**src/rtl/seg7_scan_ctrl.sv**
```systemverilog
// Time-multiplexed hex driver for a common-select 7-segment bank with gap blanking,
// leading-zero suppression and frame-synchronous shadow latching. Optional macro: SEG7_DIM_EN.
module seg7_scan_ctrl #(
    parameter int NUM_DIGITS = 8,
    parameter int CLK_DIV    = 125000,
    parameter int GAP_TICKS  = 1
) (
    input  logic                    clk,
    input  logic                    rst,
    input  logic [4*NUM_DIGITS-1:0] data,
    input  logic [NUM_DIGITS-1:0]   dp,
    input  logic [NUM_DIGITS-1:0]   blank,
    input  logic                    lz_suppress,
`ifdef SEG7_DIM_EN
    input  logic [3:0]              brightness,
`endif
    output logic [NUM_DIGITS-1:0]   num_scan_select,
    output logic [7:0]              num_seg7,
    output logic                    frame_done
);

    localparam int CW = $clog2(CLK_DIV);
    localparam int IW = (NUM_DIGITS > 1) ? $clog2(NUM_DIGITS) : 1;
    localparam int GW = $clog2(GAP_TICKS + 2);
    localparam logic [CW-1:0] CNT_MAX  = CW'(CLK_DIV - 1);
    localparam logic [IW-1:0] IDX_MAX  = IW'(NUM_DIGITS - 1);
    localparam logic [GW-1:0] GAP_LAST = (GAP_TICKS > 0) ? GW'(GAP_TICKS - 1) : '0;

    typedef enum logic [1:0] {IDLE, SHOW, GAP} state_t;

    state_t                  state_q, state_d;
    logic [CW-1:0]           cnt_q;
    logic [IW-1:0]           idx_q, idx_d;
    logic [GW-1:0]           gap_q, gap_d;
    logic [4*NUM_DIGITS-1:0] sh_data_q, sh_data_d;
    logic [NUM_DIGITS-1:0]   sh_dp_q, sh_dp_d;
    logic [NUM_DIGITS-1:0]   sh_blank_q, sh_blank_d;
    logic                    sh_lz_q, sh_lz_d;
    logic [NUM_DIGITS-1:0]   sel_q, sel_d;
    logic [7:0]              seg_q, seg_d;
    logic                    fd_q, fd_d;
    logic                    tick, latch, adv;
    logic [NUM_DIGITS-1:0]   supp;
`ifdef SEG7_DIM_EN
    logic [3:0]              sh_bright_q, sh_bright_d;
    logic [3:0]              pwm_q, pwm_d;
`endif

    function automatic logic [6:0] seg_decode(input logic [3:0] nib);
        case (nib)
            4'h0: seg_decode = 7'h7E;
            4'h1: seg_decode = 7'h30;
            4'h2: seg_decode = 7'h6D;
            4'h3: seg_decode = 7'h79;
            4'h4: seg_decode = 7'h33;
            4'h5: seg_decode = 7'h5B;
            4'h6: seg_decode = 7'h5F;
            4'h7: seg_decode = 7'h70;
            4'h8: seg_decode = 7'h7F;
            4'h9: seg_decode = 7'h7B;
            4'hA: seg_decode = 7'h77;
            4'hB: seg_decode = 7'h1F;
            4'hC: seg_decode = 7'h4E;
            4'hD: seg_decode = 7'h3D;
            4'hE: seg_decode = 7'h4F;
            default: seg_decode = 7'h47;
        endcase
    endfunction

    assign tick = (cnt_q == CNT_MAX);

    always_ff @(posedge clk) begin
        if (rst) begin
            state_q    <= IDLE;
            cnt_q      <= '0;
            idx_q      <= IDX_MAX;
            gap_q      <= '0;
            sh_data_q  <= '0;
            sh_dp_q    <= '0;
            sh_blank_q <= '0;
            sh_lz_q    <= 1'b0;
            sel_q      <= '1;
            seg_q      <= '0;
            fd_q       <= 1'b0;
`ifdef SEG7_DIM_EN
            sh_bright_q <= '0;
            pwm_q       <= '0;
`endif
        end else begin
            state_q    <= state_d;
            cnt_q      <= tick ? '0 : cnt_q + CW'(1);
            idx_q      <= idx_d;
            gap_q      <= gap_d;
            sh_data_q  <= sh_data_d;
            sh_dp_q    <= sh_dp_d;
            sh_blank_q <= sh_blank_d;
            sh_lz_q    <= sh_lz_d;
            sel_q      <= sel_d;
            seg_q      <= seg_d;
            fd_q       <= fd_d;
`ifdef SEG7_DIM_EN
            sh_bright_q <= sh_bright_d;
            pwm_q       <= pwm_d;
`endif
        end
    end

    always_comb begin
        state_d = state_q;
        idx_d   = idx_q;
        gap_d   = gap_q;
        latch   = 1'b0;
        adv     = 1'b0;
        case (state_q)
            IDLE: begin
                if (tick) begin
                    latch   = 1'b1;
                    idx_d   = IDX_MAX;
                    state_d = SHOW;
                end
            end
            SHOW: begin
                if (tick) begin
                    if (GAP_TICKS > 0) begin
                        state_d = GAP;
                        gap_d   = '0;
                    end else begin
                        adv = 1'b1;
                    end
                end
            end
            GAP: begin
                if (tick) begin
                    if (gap_q == GAP_LAST) adv = 1'b1;
                    else                   gap_d = gap_q + GW'(1);
                end
            end
            default: state_d = IDLE;
        endcase
        if (adv) begin
            state_d = SHOW;
            if (idx_q != '0) begin
                idx_d = idx_q - IW'(1);
            end else begin
                latch = 1'b1;
                idx_d = IDX_MAX;
            end
        end
    end

    // Outputs are computed from next-state values so they are registered on the transition edge.
    always_comb begin
        sh_data_d  = latch ? data        : sh_data_q;
        sh_dp_d    = latch ? dp          : sh_dp_q;
        sh_blank_d = latch ? blank       : sh_blank_q;
        sh_lz_d    = latch ? lz_suppress : sh_lz_q;
`ifdef SEG7_DIM_EN
        sh_bright_d = latch ? brightness : sh_bright_q;
        pwm_d       = pwm_q + 4'd1;
`endif
    end

    always_comb begin
        logic zero_run;
        zero_run = 1'b1;
        supp     = '0;
        for (int i = NUM_DIGITS - 1; i >= 0; i--) begin
            zero_run = zero_run & (sh_data_d[4*i +: 4] == 4'h0);
            supp[i]  = zero_run & sh_lz_d & (i != 0);
        end
    end

    always_comb begin
        logic [3:0] nib;
        logic       dp_b, blank_b, supp_b;
        nib     = 4'h0;
        dp_b    = 1'b0;
        blank_b = 1'b0;
        supp_b  = 1'b0;
        sel_d   = '1;
        seg_d   = '0;
        fd_d    = adv && (idx_q == '0);
        for (int i = 0; i < NUM_DIGITS; i++) begin
            if (IW'(i) == idx_d) begin
                nib     = sh_data_d[4*i +: 4];
                dp_b    = sh_dp_d[i];
                blank_b = sh_blank_d[i];
                supp_b  = supp[i];
                sel_d[i] = (state_d != SHOW);
            end
        end
        if (state_d == SHOW && !blank_b) begin
            seg_d = {dp_b, supp_b ? 7'h00 : seg_decode(nib)};
        end
`ifdef SEG7_DIM_EN
        if (pwm_d > sh_bright_d) seg_d = '0;
`endif
    end

    assign num_scan_select = sel_q;
    assign num_seg7        = seg_q;
    assign frame_done      = fd_q;

endmodule
```
**config.mk**
```make
export PLATFORM = sky130hd
export DESIGN_NAME = seg7_scan_ctrl
export DESIGN_NICKNAME = d
export VERILOG_FILES = /design/src/rtl/seg7_scan_ctrl.sv
export SDC_FILE = /design/constraint.sdc
export NUM_CORES = 1
export LEC_CHECK = 0
export CAP_MARGIN = 10
export CORE_AREA = 8 8 90 108
export CTS_CLUSTER_SIZE = 28
export DETAILED_ROUTE_END_ITERATION = 10
export DIE_AREA = 0 0 98 116
export GPL_TIMING_DRIVEN = 0
export PLACE_DENSITY = 0.93
export REMOVE_ABC_BUFFERS = 1
export SYNTH_ARGS = -nofsm -noshare
export SYNTH_HDL_FRONTEND = slang
export SYNTH_SLANG_ARGS = --single-unit
```
**constraint.sdc**
```tcl
create_clock -name clk -period 7.7 [get_ports clk]
set_input_delay 0.77 -clock clk [delete_from_list [all_inputs] [get_ports clk]]
set_output_delay 0.77 -clock clk [all_outputs]
set_load 0.02 [all_outputs]
```
==> impl_metrics.toml, run 1 <==
[clocking]
cts_root_buffer = "clkbuf_8"
clock-sinks = 90
clk_latency_ns = 0.36
cts_setup_buffers = 0
cts_made_buffers = 9
cts_buffer_depth = 2
cts_tree = "done"
cts.repair.resized = 0
htreeDepth = 3
cts.reportedPaths.clkPinSlew_ns = 0.09
holdBufCountCts = 0

[sta]
period_minus_slack_ns = 4.80
final_hold_viol_count = 0
setup_viol_count_final = 0
fmax_mhz = 208
fin_tns_setup_ns = 0
max-slew-margin-rel_pct = 25.0
worst_slack_ns = 2.90
min_period_over_period_pct = 62.4
maxSlewViolCount = 0
timing.hold.ws_ns = 0.465
tightest_slew_ns = 1.12
rsz0062_at_grt = "no"
clock-skew-final_ns = 0.0102

[min_path]
min_path_cells = 2
min_to = "sh_blank_q[6]$_SDFF_PP0_"
hp-class = "reg -> reg"
min-delay-start = "sh_blank_q[6]$_SDFF_PP0_"

[synth]
synthArstFlopShare_pct = 0
syn_area_per_cell_um2 = 8.77
synth_cells = 515
synth-seq-cells = 90
ys_seq_area_share_pct = 39.9
ys_warn_count = 0
synth_area_um2 = 4520
synth_cell_types = 69
ys.flop_type = "dfxtp_1"
synth_edf_count = 0

[critical_path]
ff2ff_path_depth = 11
crit_top_cell = "mux2_2"
path_class = "reg -> reg"
startpoint_type = "flip-flop"
max_stage_delay_ns = 0.73
slowest_stage = "nor3b_2"
r2r_end = "num_seg7[5]$_SDFF_PP0_"
r2r-start = "cnt_q[2]$_SDFF_PP0_"
worstPathArrival_ns = 5.10
cp_top_family = "simple AND/OR/NAND/NOR gates"
critPathMaxFanout = 16
ff2ff_setup_slack_ns = 2.90
worstPathCellList = "or4b_4 > nor4_4 > nor3b_2 > or2_1 > o211ai_1 > mux2_2 > mux2_2 > ha_1 > nor4_1 > o22ai_1 > a21oi_1"
crit_required_ns = 7.99
crit_path_end_kind = "flip-flop"
cp.buffers_inverters = 0

[detailed_routing]
drc = 0
via_per_inst = 6.23
firstDrtPassIters = 5
final_antenna_net_count = 0
via_count = 4136
drtIter0Drc = 334
wl_per_cell_um = 17.6
wirelength_um = 11700

[floorplanning]
rows = 36
dieArea_um2 = 11400
io_pins = 68
die_h_um = 116
coreArea_um2 = 7970
start_util_pct = 56.7
die_w_um = 98

[placement]
port_buffers = 67
place_hpwl_um = 8260
dp_cells = 648
placed_cell_area_um2 = 5220
pre_cts_ws_ns = 3.04
place.gp.congestion = 0.917

[pwr]
leakagePower_nw = 2.17
ir_drop_uv = 122
finalPower_uw = 823
powerDensity_nw_per_um2 = 152

[final_layout]
postLayoutCoreUtil_pct = 67.8
area_growth_pct = 19.6
instances_no_fill = 664
drive_above_1_share_pct = 8.26
diodes = 0
fin_area_um2 = 5400
finalNetCount = 626

[global_route]
grt_max_degree = 55
grt_pass1_wl_um = 19300
antenna_found_initial = 0
grt_use_total_pct = 20.6
grt_pass1_vias = 4125
overflow = 0

[flow_run]
drv_cap = 0

[outcome]
status = "finished, final reports clean"
worst min-delay path: stages (launching register included):
cell and delay [ns]:
dfxtp_1 0.32, nand2_1 0.05, a21oi_1 0.05
worst max path at each step:
| stage | depth (start not counted) | endpoint | from | slack [ns] |
|---|---|---|---|---|
| 2_1_floorplan | 12 | num_seg7[5]$_SDFF_PP0_ | cnt_q[0]$_SDFF_PP0_ | 3.29 |
| 3_3_place_gp | 12 | num_seg7[5]$_SDFF_PP0_ | cnt_q[0]$_SDFF_PP0_ | 2.53 |
| 3_5_place_dp | 11 | num_seg7[5]$_SDFF_PP0_ | cnt_q[3]$_SDFF_PP0_ | 3.04 |
| 4_1_cts | 12 | num_seg7[5]$_SDFF_PP0_ | cnt_q[0]$_SDFF_PP0_ | 2.98 |
| 5_1_grt | 11 | num_seg7[5]$_SDFF_PP0_ | cnt_q[2]$_SDFF_PP0_ | 2.57 |
| 6_report | 11 | num_seg7[5]$_SDFF_PP0_ | cnt_q[2]$_SDFF_PP0_ | 2.90 |
cells in the final DEF (no fill, tap or decap), types with 4 or more instances in the layout:
cell / instances
inv_1: 11
xnor2_1: 6
a211oi_1: 6
o21ai_0: 10
nand2b_1: 5
nand4_1: 4
clkbuf_8: 10
nand2_1: 61
and3_1: 6
or4_1: 8
nor3_1: 5
ha_1: 11
xor2_1: 10
nand3_1: 24
mux2i_1: 42
nor4_1: 13
mux2_2: 5
clkdlybuf4s50_1: 66
nor2_1: 58
dfxtp_1: 90
a21oi_1: 36
layer usage:
layer  routed length (um)  track usage [%]  part of all wire (%)  up-vias
met5                    0                0                     0        -
met4                  328             8.96                   2.8        0
met1                 4590             22.2                    39     1978
li1                     -                -                     -     1936
met3                  676             4.63                   5.8       40
met2                 6070             37.9                    52      182
area by class of cell:
type / count / area, um^2
repair buffers: 70 / 728
fillers: 565 / 2570
inverters: 11 / 41.3
clock inverters: 5 / 38.8
clock buffers: 11 / 141
flip-flops and latches: 90 / 1800
well taps: 95 / 119
multi-input cells: 382 / 2530
sequential cells by signal (all words and copies together), names as in the netlist:
name,flops
cnt_q,17
frame_done,1
gap_q,2
idx_q,3
num_scan_select,8
num_seg7,8
sh_blank_q,8
sh_data_q,32
sh_dp_q,8
sh_lz_q,1
state_q,2
where the power goes:
| part | switching (mW) | leakage, nW | internal (mW) |
|---|---|---|---|
| logic | 0.0193 | 1.35 | 0.0289 |
| registers | 0.00206 | 0.726 | 0.467 |
| clock network | 0.177 | 0.0899 | 0.128 |
| total | 0.198 | 2.17 | 0.624 |
synthesized netlist by cell type (all sizes together) (5+ instances only):
master,count,area [um^2]
clkbuf,19,71.3
nand4,5,37.5
or4,9,71.3
mux2,7,82.6
a211oi,6,45.0
inv,11,41.3
ha,11,138
buf,13,87.6
nand2,61,229
xor2,10,87.6
dfxtp,90,1800
nand2b,5,31.3
nor4,14,103
nor2,59,221
mux2i,42,420
o21ai,11,55.1
a21oi,37,189
nor3b,5,47.5
xnor2,6,52.6
and3,9,60.1
nor3,9,71.3
nand3,24,120
cells by family after synthesis:
group | share of synthesized area [%]
AO/OA/AOI/OAI | 12.6
XOR/XNOR | 3.10
adder cells (fa/ha/maj) | 3.05
buffers and inverters | 4.43
flip-flops | 39.9
multiplexers | 11.1
AND/OR/NAND/NOR | 25.8
No activity file was read; power rests on OpenSTA's default activity.
==> run 2, diff against run 1 <==
--- a/config.mk
+++ b/config.mk
@@ -6,12 +6,12 @@
 export NUM_CORES = 1
 export LEC_CHECK = 0
 export CAP_MARGIN = 10
-export CORE_AREA = 8 8 90 108
+export CORE_AREA = 8 8 97 117
 export CTS_CLUSTER_SIZE = 28
 export DETAILED_ROUTE_END_ITERATION = 10
-export DIE_AREA = 0 0 98 116
+export DIE_AREA = 0 0 105 125
 export GPL_TIMING_DRIVEN = 0
-export PLACE_DENSITY = 0.93
+export PLACE_DENSITY = 0.85
 export REMOVE_ABC_BUFFERS = 1
 export SYNTH_ARGS = -nofsm -noshare
 export SYNTH_HDL_FRONTEND = slang
==> constraint.sdc (replaced) <==
create_clock -name clk -period 3.9 [get_ports clk]
set_input_delay 0.39 -clock clk [delete_from_list [all_inputs] [get_ports clk]]
set_output_delay 0.39 -clock clk [all_outputs]
set_load 0.02 [all_outputs]
==> run 2 against run 1 <==
Compared with the run above:
- sequential share of layout area decreased by 3.4 points
- utilization decreased by 5.1 points
- global-route usage decreased by 0.50 points
- cell area increased by 12%
- cell count increased by 9.6%
- non-clock buffer count increased by 30
- die area increased by 15%
- worst hold slack got worse by 0.016 ns
- combinational power increased by 110%
- clock skew decreased by 0.0020 ns
- critical endpoint is now num_seg7[6]$_SDFF_PP0_
- largest power group is now the clock network
- highest routed layer unchanged
==> impl_metrics.toml, run 2 (same netlist as run 1, synthesis figures left out) <==
[final_layout]
largest_register = "sh_data_q"
multi_input_area_um2 = 2740
largest_reg_flops = 32
postLayoutCoreUtil_pct = 62.7
finalNetCount = 659
ff_latch_area_um2 = 1810
area_growth_pct = 33.4
layout_common_cells = "dfxtp_1 (87), clkdlybuf4s50_1 (66), nand2_1 (61)"
diodes = 0
fin_area_um2 = 6030
final_common_cell = "dfxtp_1"
top_regs = "sh_data_q (32), cnt_q (17)"
fill_cells = 736
instances_no_fill = 728
drive_above_1_share_pct = 16.4

[pwr]
powerDensity_nw_per_um2 = 326
p_int_mw = 1.56
power_frac_seq_pct = 47.4
ir_drop_uv = 239
leakagePower_nw = 2.50
p_switching_uw = 403
clkPwrFrac_pct = 47.6
combPwrFrac_pct = 5.1
finalPower_mw = 1.96
sw_frac_of_total_pct = 20.5

[flow_run]
drv_cap = 0

[clocking]
htreeDepth = 3
cts.reportedPaths.clkPinSlew_ns = 0.06
cts_tree = "done"
cts_buffer_depth = 2
cts_made_buffers = 9
cts_root_buffer = "clkbuf_16"
clk_latency_ns = 0.35
clock-sinks = 90

[min_path]
hp-class = "in -> reg"
min-delay-start = "rst"

[placement]
place_hpwl_um = 8460
port_buffers = 67
placed_cell_area_um2 = 5270
place.gp.congestion = 0.895
dp_cells = 680

[detailed_routing]
wirelength_um = 14200
drc = 0
wl_per_cell_um = 19.5
final_antenna_net_count = 0
firstDrtPassIters = 6
drtIter0Drc = 367
via_count = 4456
via_per_inst = 6.12

[floorplanning]
die_w_um = 105
die_h_um = 125
coreArea_um2 = 9610
io_pins = 68
dieArea_um2 = 13100
rows = 40
start_util_pct = 47.0

[critical_path]
path_class = "reg -> reg"
crit_required_ns = 4.13
r2r-start = "cnt_q[0]$_SDFF_PP0_"
worstPathArrival_ns = 4.02
startpoint_type = "flip-flop"
critPathMaxFanout = 6
crit_path_end_kind = "flip-flop"
slowest_stage = "or4_1"
worstPathCellList = "ha_4 > or4b_4 > nor3_4 > buf_4 > and4_4 > buf_4 > mux2i_2 > mux2i_1 > mux2i_1 > mux2_4 > ha_1 > inv_1 > or4_1 > a21oi_1 > nor4_1"
max_stage_delay_ns = 0.57
setup.worst_path.start = "cnt_q[0]$_SDFF_PP0_"

[global_route]
grtUsageMet2_pct = 35.3
grt_pass1_wl_um = 21500
overflow = 0
busiest_layer = "met2"
antenna_found_initial = 0
grt_use_total_pct = 20.1
grt_util_met1_pct = 21.7
grt_max_degree = 41
grt_util_met3_pct = 4.16
grt_pass1_vias = 4352

[sta]
fmax_mhz = 263
final_hold_viol_count = 0
maxSlewViolCount = 0
period_minus_slack_ns = 3.80
max-slew-margin-rel_pct = 60.4
tightest_slew_ns = 0.591
min_period_over_period_pct = 97.4
setup_viol_count_final = 0
fin_tns_setup_ns = 0
clock-skew-final_ns = 0.00825

[outcome]
status = "finished, final reports clean"
## run 2: timing repair
action                     CTS  global route
buffers inserted            20             9
pin swaps                    7             6
setup endpoints to repair    7             6
hold buffers                 0             0
gates resized for setup     15            22
cloned                       2             1
## run 2: through the flow
stage | setup WS [ns] | hold WS, ns
floorplan | -0.511 | 0.421
global placement | -1.33 | 0.434
detailed placement | -0.740 | 0.448
CTS | 0.00339 | 0.450
global route | -0.0371 | 0.473
finish | 0.103 | 0.450
## run 2: path summary, 6_finish.rpt
kind	to	slack [ns]	cells past startpoint
setup / recovery	num_seg7[6]$_SDFF_PP0_	0.10	15
setup reg to reg	num_seg7[6]$_SDFF_PP0_	0.10	15
hold / removal	sh_blank_q[1]$_SDFF_PP0_	0.45	2
hold reg to reg	cnt_q[0]$_SDFF_PP0_	0.46	1
## run 2: cell type report
cell class	instances	area share, %
clock inverter	5	1.29
timing repair buffer	100	16.0
sequential	90	30.0
inverter	11	0.685
tap	126	2.62
clock buffer	11	4.03
multi-input combinational	385	45.4
## run 2: routing by layer
metal | wire (um) | up-vias
met4 | 591 | 0
met5 | 0 | -
li1 | - | 2013
met3 | 1020 | 61
met2 | 7380 | 270
met1 | 5210 | 2112
## run 2: critical path: cells and delay by family, from the launching register on
kind | cells | cell delay (ns)
compound gates | 1 | 0.20
fa+ha+maj | 2 | 0.31
buf+inv | 3 | 0.40
flops | 1 | 0.37
mux | 4 | 0.71
simple gates | 5 | 1.69
## run 2: power by group through the flow
stage                     combinational (mW)  sequential, mW  clock (mW)
after floorplan                       0.0212           0.947           0
after global placement                0.0914           0.948           0
after detailed placement              0.0951           0.948           0
after CTS                             0.0959           0.928       0.931
after global routing                   0.105           0.929       0.972
final                                 0.0993           0.929       0.934
==> run 3, diff against run 2 <==
--- a/config.mk
+++ b/config.mk
@@ -6,12 +6,12 @@
 export NUM_CORES = 1
 export LEC_CHECK = 0
 export CAP_MARGIN = 10
-export CORE_AREA = 8 8 97 117
+export CORE_AREA = 8 8 106 108
 export CTS_CLUSTER_SIZE = 28
 export DETAILED_ROUTE_END_ITERATION = 10
-export DIE_AREA = 0 0 105 125
+export DIE_AREA = 0 0 114 116
 export GPL_TIMING_DRIVEN = 0
-export PLACE_DENSITY = 0.85
+export PLACE_DENSITY = 0.84
 export REMOVE_ABC_BUFFERS = 1
 export SYNTH_ARGS = -nofsm -noshare
 export SYNTH_HDL_FRONTEND = slang
==> run 3 against run 2 <==
Compared with the run above:
- critical path depth decreased by 1
- first-iteration DRC count is 4.1% lower
- total power is 17% lower
- clock-buffer cell count decreased by 2
- global-route usage decreased by 1.1 points
- via count fell by 3.7%
- die area rose by 0.75%
- non-clock buffer count shrank 8
- register-to-register slack lost 0.04 ns
- critical endpoint is now num_seg7[5]$_SDFF_PP0_
- largest cell class unchanged
- highest routed layer unchanged
==> impl_metrics.toml, run 3 (same netlist as run 1, synthesis figures left out) <==
[global_route]
grt_util_met1_pct = 21.2
grtUsageMet2_pct = 34.2
grt_pass1_vias = 4228
grt_pass1_wl_um = 20200
grt_util_met3_pct = 3.28
grt_max_degree = 41
busiest_layer = "met2"
overflow = 0
grt_use_total_pct = 19.0
antenna_found_initial = 0

[floorplanning]
start_util_pct = 47.3
die_w_um = 114
die_h_um = 116
io_pins = 68
coreArea_um2 = 9550
rows = 36
dieArea_um2 = 13200

[sta]
max-slew-margin-rel_pct = 57.8
fin_tns_setup_ns = 0
period_minus_slack_ns = 3.83
fmax_mhz = 261
final_hold_viol_count = 0
setup_viol_count_final = 0
min_period_over_period_pct = 98.3
worst_slack_ns = 0.0679
rsz0062_at_grt = "yes"
maxSlewViolCount = 0
tightest_slew_ns = 0.629
clock-skew-final_ns = 0.0178

[critical_path]
critPathMaxFanout = 36
path_class = "reg -> reg"
crit_required_ns = 4.20
worstPathArrival_ns = 4.14
crit_path_end_kind = "flip-flop"
startpoint_type = "flip-flop"

[placement]
port_buffers = 67
pre_cts_ws_ns = -0.742
place.gp.congestion = 0.893
place_hpwl_um = 8080
placed_cell_area_um2 = 5260

[final_layout]
largest_reg_flops = 32
fill_cells = 786
fin_area_um2 = 5800
top_regs = "sh_data_q (32), cnt_q (17)"
area_growth_pct = 28.3
finalNetCount = 651
layout_common_cells = "dfxtp_1 (88), clkdlybuf4s50_1 (66), nand2_1 (61)"
final_common_cell = "dfxtp_1"
largest_register = "sh_data_q"
drive_above_1_share_pct = 14.5
diodes = 0

[detailed_routing]
via_per_inst = 5.90
via_count = 4289
final_antenna_net_count = 0
drc = 0
drtIter0Drc = 352
firstDrtPassIters = 5
wirelength_um = 12900
wl_per_cell_um = 17.7

[clocking]
clock-sinks = 90
cts_root_buffer = "clkbuf_8"
cts_buffer_depth = 2
htreeDepth = 3
clk_latency_ns = 0.38
cts_tree = "done"
cts_made_buffers = 9
cts.reportedPaths.clkPinSlew_ns = 0.09
holdBufCountCts = 0

[pwr]
combPwrFrac_pct = 5.9
leakagePower_nw = 2.38
powerDensity_nw_per_um2 = 279
sw_frac_of_total_pct = 24.8
ir_drop_uv = 178
power_frac_seq_pct = 57.2
clkPwrFrac_pct = 36.9
p_switching_uw = 402
finalPower_mw = 1.62
p_int_mw = 1.22

[min_path]
hp-class = "in -> reg"

[flow_run]
drv_cap = 0

[outcome]
status = "finished, final reports clean"
-- run 3: what timing repair did --
item / CTS / global route
endpoints found under the setup margin: 7 / 6
pin swaps: 8 / 3
gates resized for setup: 14 / 15
buffers inserted: 14 / 8
gates cloned: 3 / 0
-- run 3: final timing paths --
kind	startpoint	endpoint	slack [ns]	cells past startpoint
setup / recovery	cnt_q[1]$_SDFF_PP0_	num_seg7[5]$_SDFF_PP0_	0.07	14
hold / removal	rst	sh_data_q[1]$_SDFF_PP0_	0.42	2
setup reg to reg	cnt_q[1]$_SDFF_PP0_	num_seg7[5]$_SDFF_PP0_	0.07	14
hold reg to reg	cnt_q[0]$_SDFF_PP0_	cnt_q[0]$_SDFF_PP0_	0.44	1
-- run 3: critical path, stage by stage (launching register included) --
cell and delay [ns]:
dfxtp_1 0.36, ha_2 0.23, or4b_4 0.51, nor3_4 0.20
buf_4 0.17, nand4_4 0.12, buf_12 0.23, mux2i_2 0.24
mux2i_1 0.11, mux2_2 0.28, mux2_2 0.32, ha_1 0.35
nor4_4 0.34, o22ai_1 0.15, a21oi_1 0.16
-- run 3: power groups by stage --
| stage | clock network [mW] | registers (mW) | logic [mW] |
|---|---|---|---|
| after floorplan | 0 | 0.947 | 0.0212 |
| after global placement | 0 | 0.948 | 0.0898 |
| after detailed placement | 0 | 0.948 | 0.0930 |
| after CTS | 0.599 | 0.927 | 0.0935 |
| after global routing | 0.628 | 0.928 | 0.102 |
| final | 0.597 | 0.927 | 0.0959 |
-- run 3: stage by stage --
| stage | cells | utilization [%] | hold slack [ns] |
|---|---|---|---|
| after floorplan | 483 | - | 0.421 |
| after global placement | 683 | 54.4 | 0.437 |
| after detailed placement | 686 | 55.1 | 0.450 |
| after CTS | 719 | 59.4 | 0.411 |
| after global routing | 727 | 60.7 | 0.432 |
| final | 727 | 60.7 | 0.421 |
-- run 3: area by class of cell --
class                      count  area (um^2)  area share, %
clock buffer                   9          124           2.14
clock inverter                 7         53.8          0.928
inverter                      11         41.3          0.712
multi-input combinational    385         2710           46.7
sequential                    90         1800           31.1
tap                          133          166           2.87
timing repair buffer          92          898           15.5
-- run 3: metal layers --
metal  vias up  share of wire, %
met5         -                 0
met4         0               4.0
met3        53               7.9
met2       232                50
met1      2002                38
li1       2002                 -
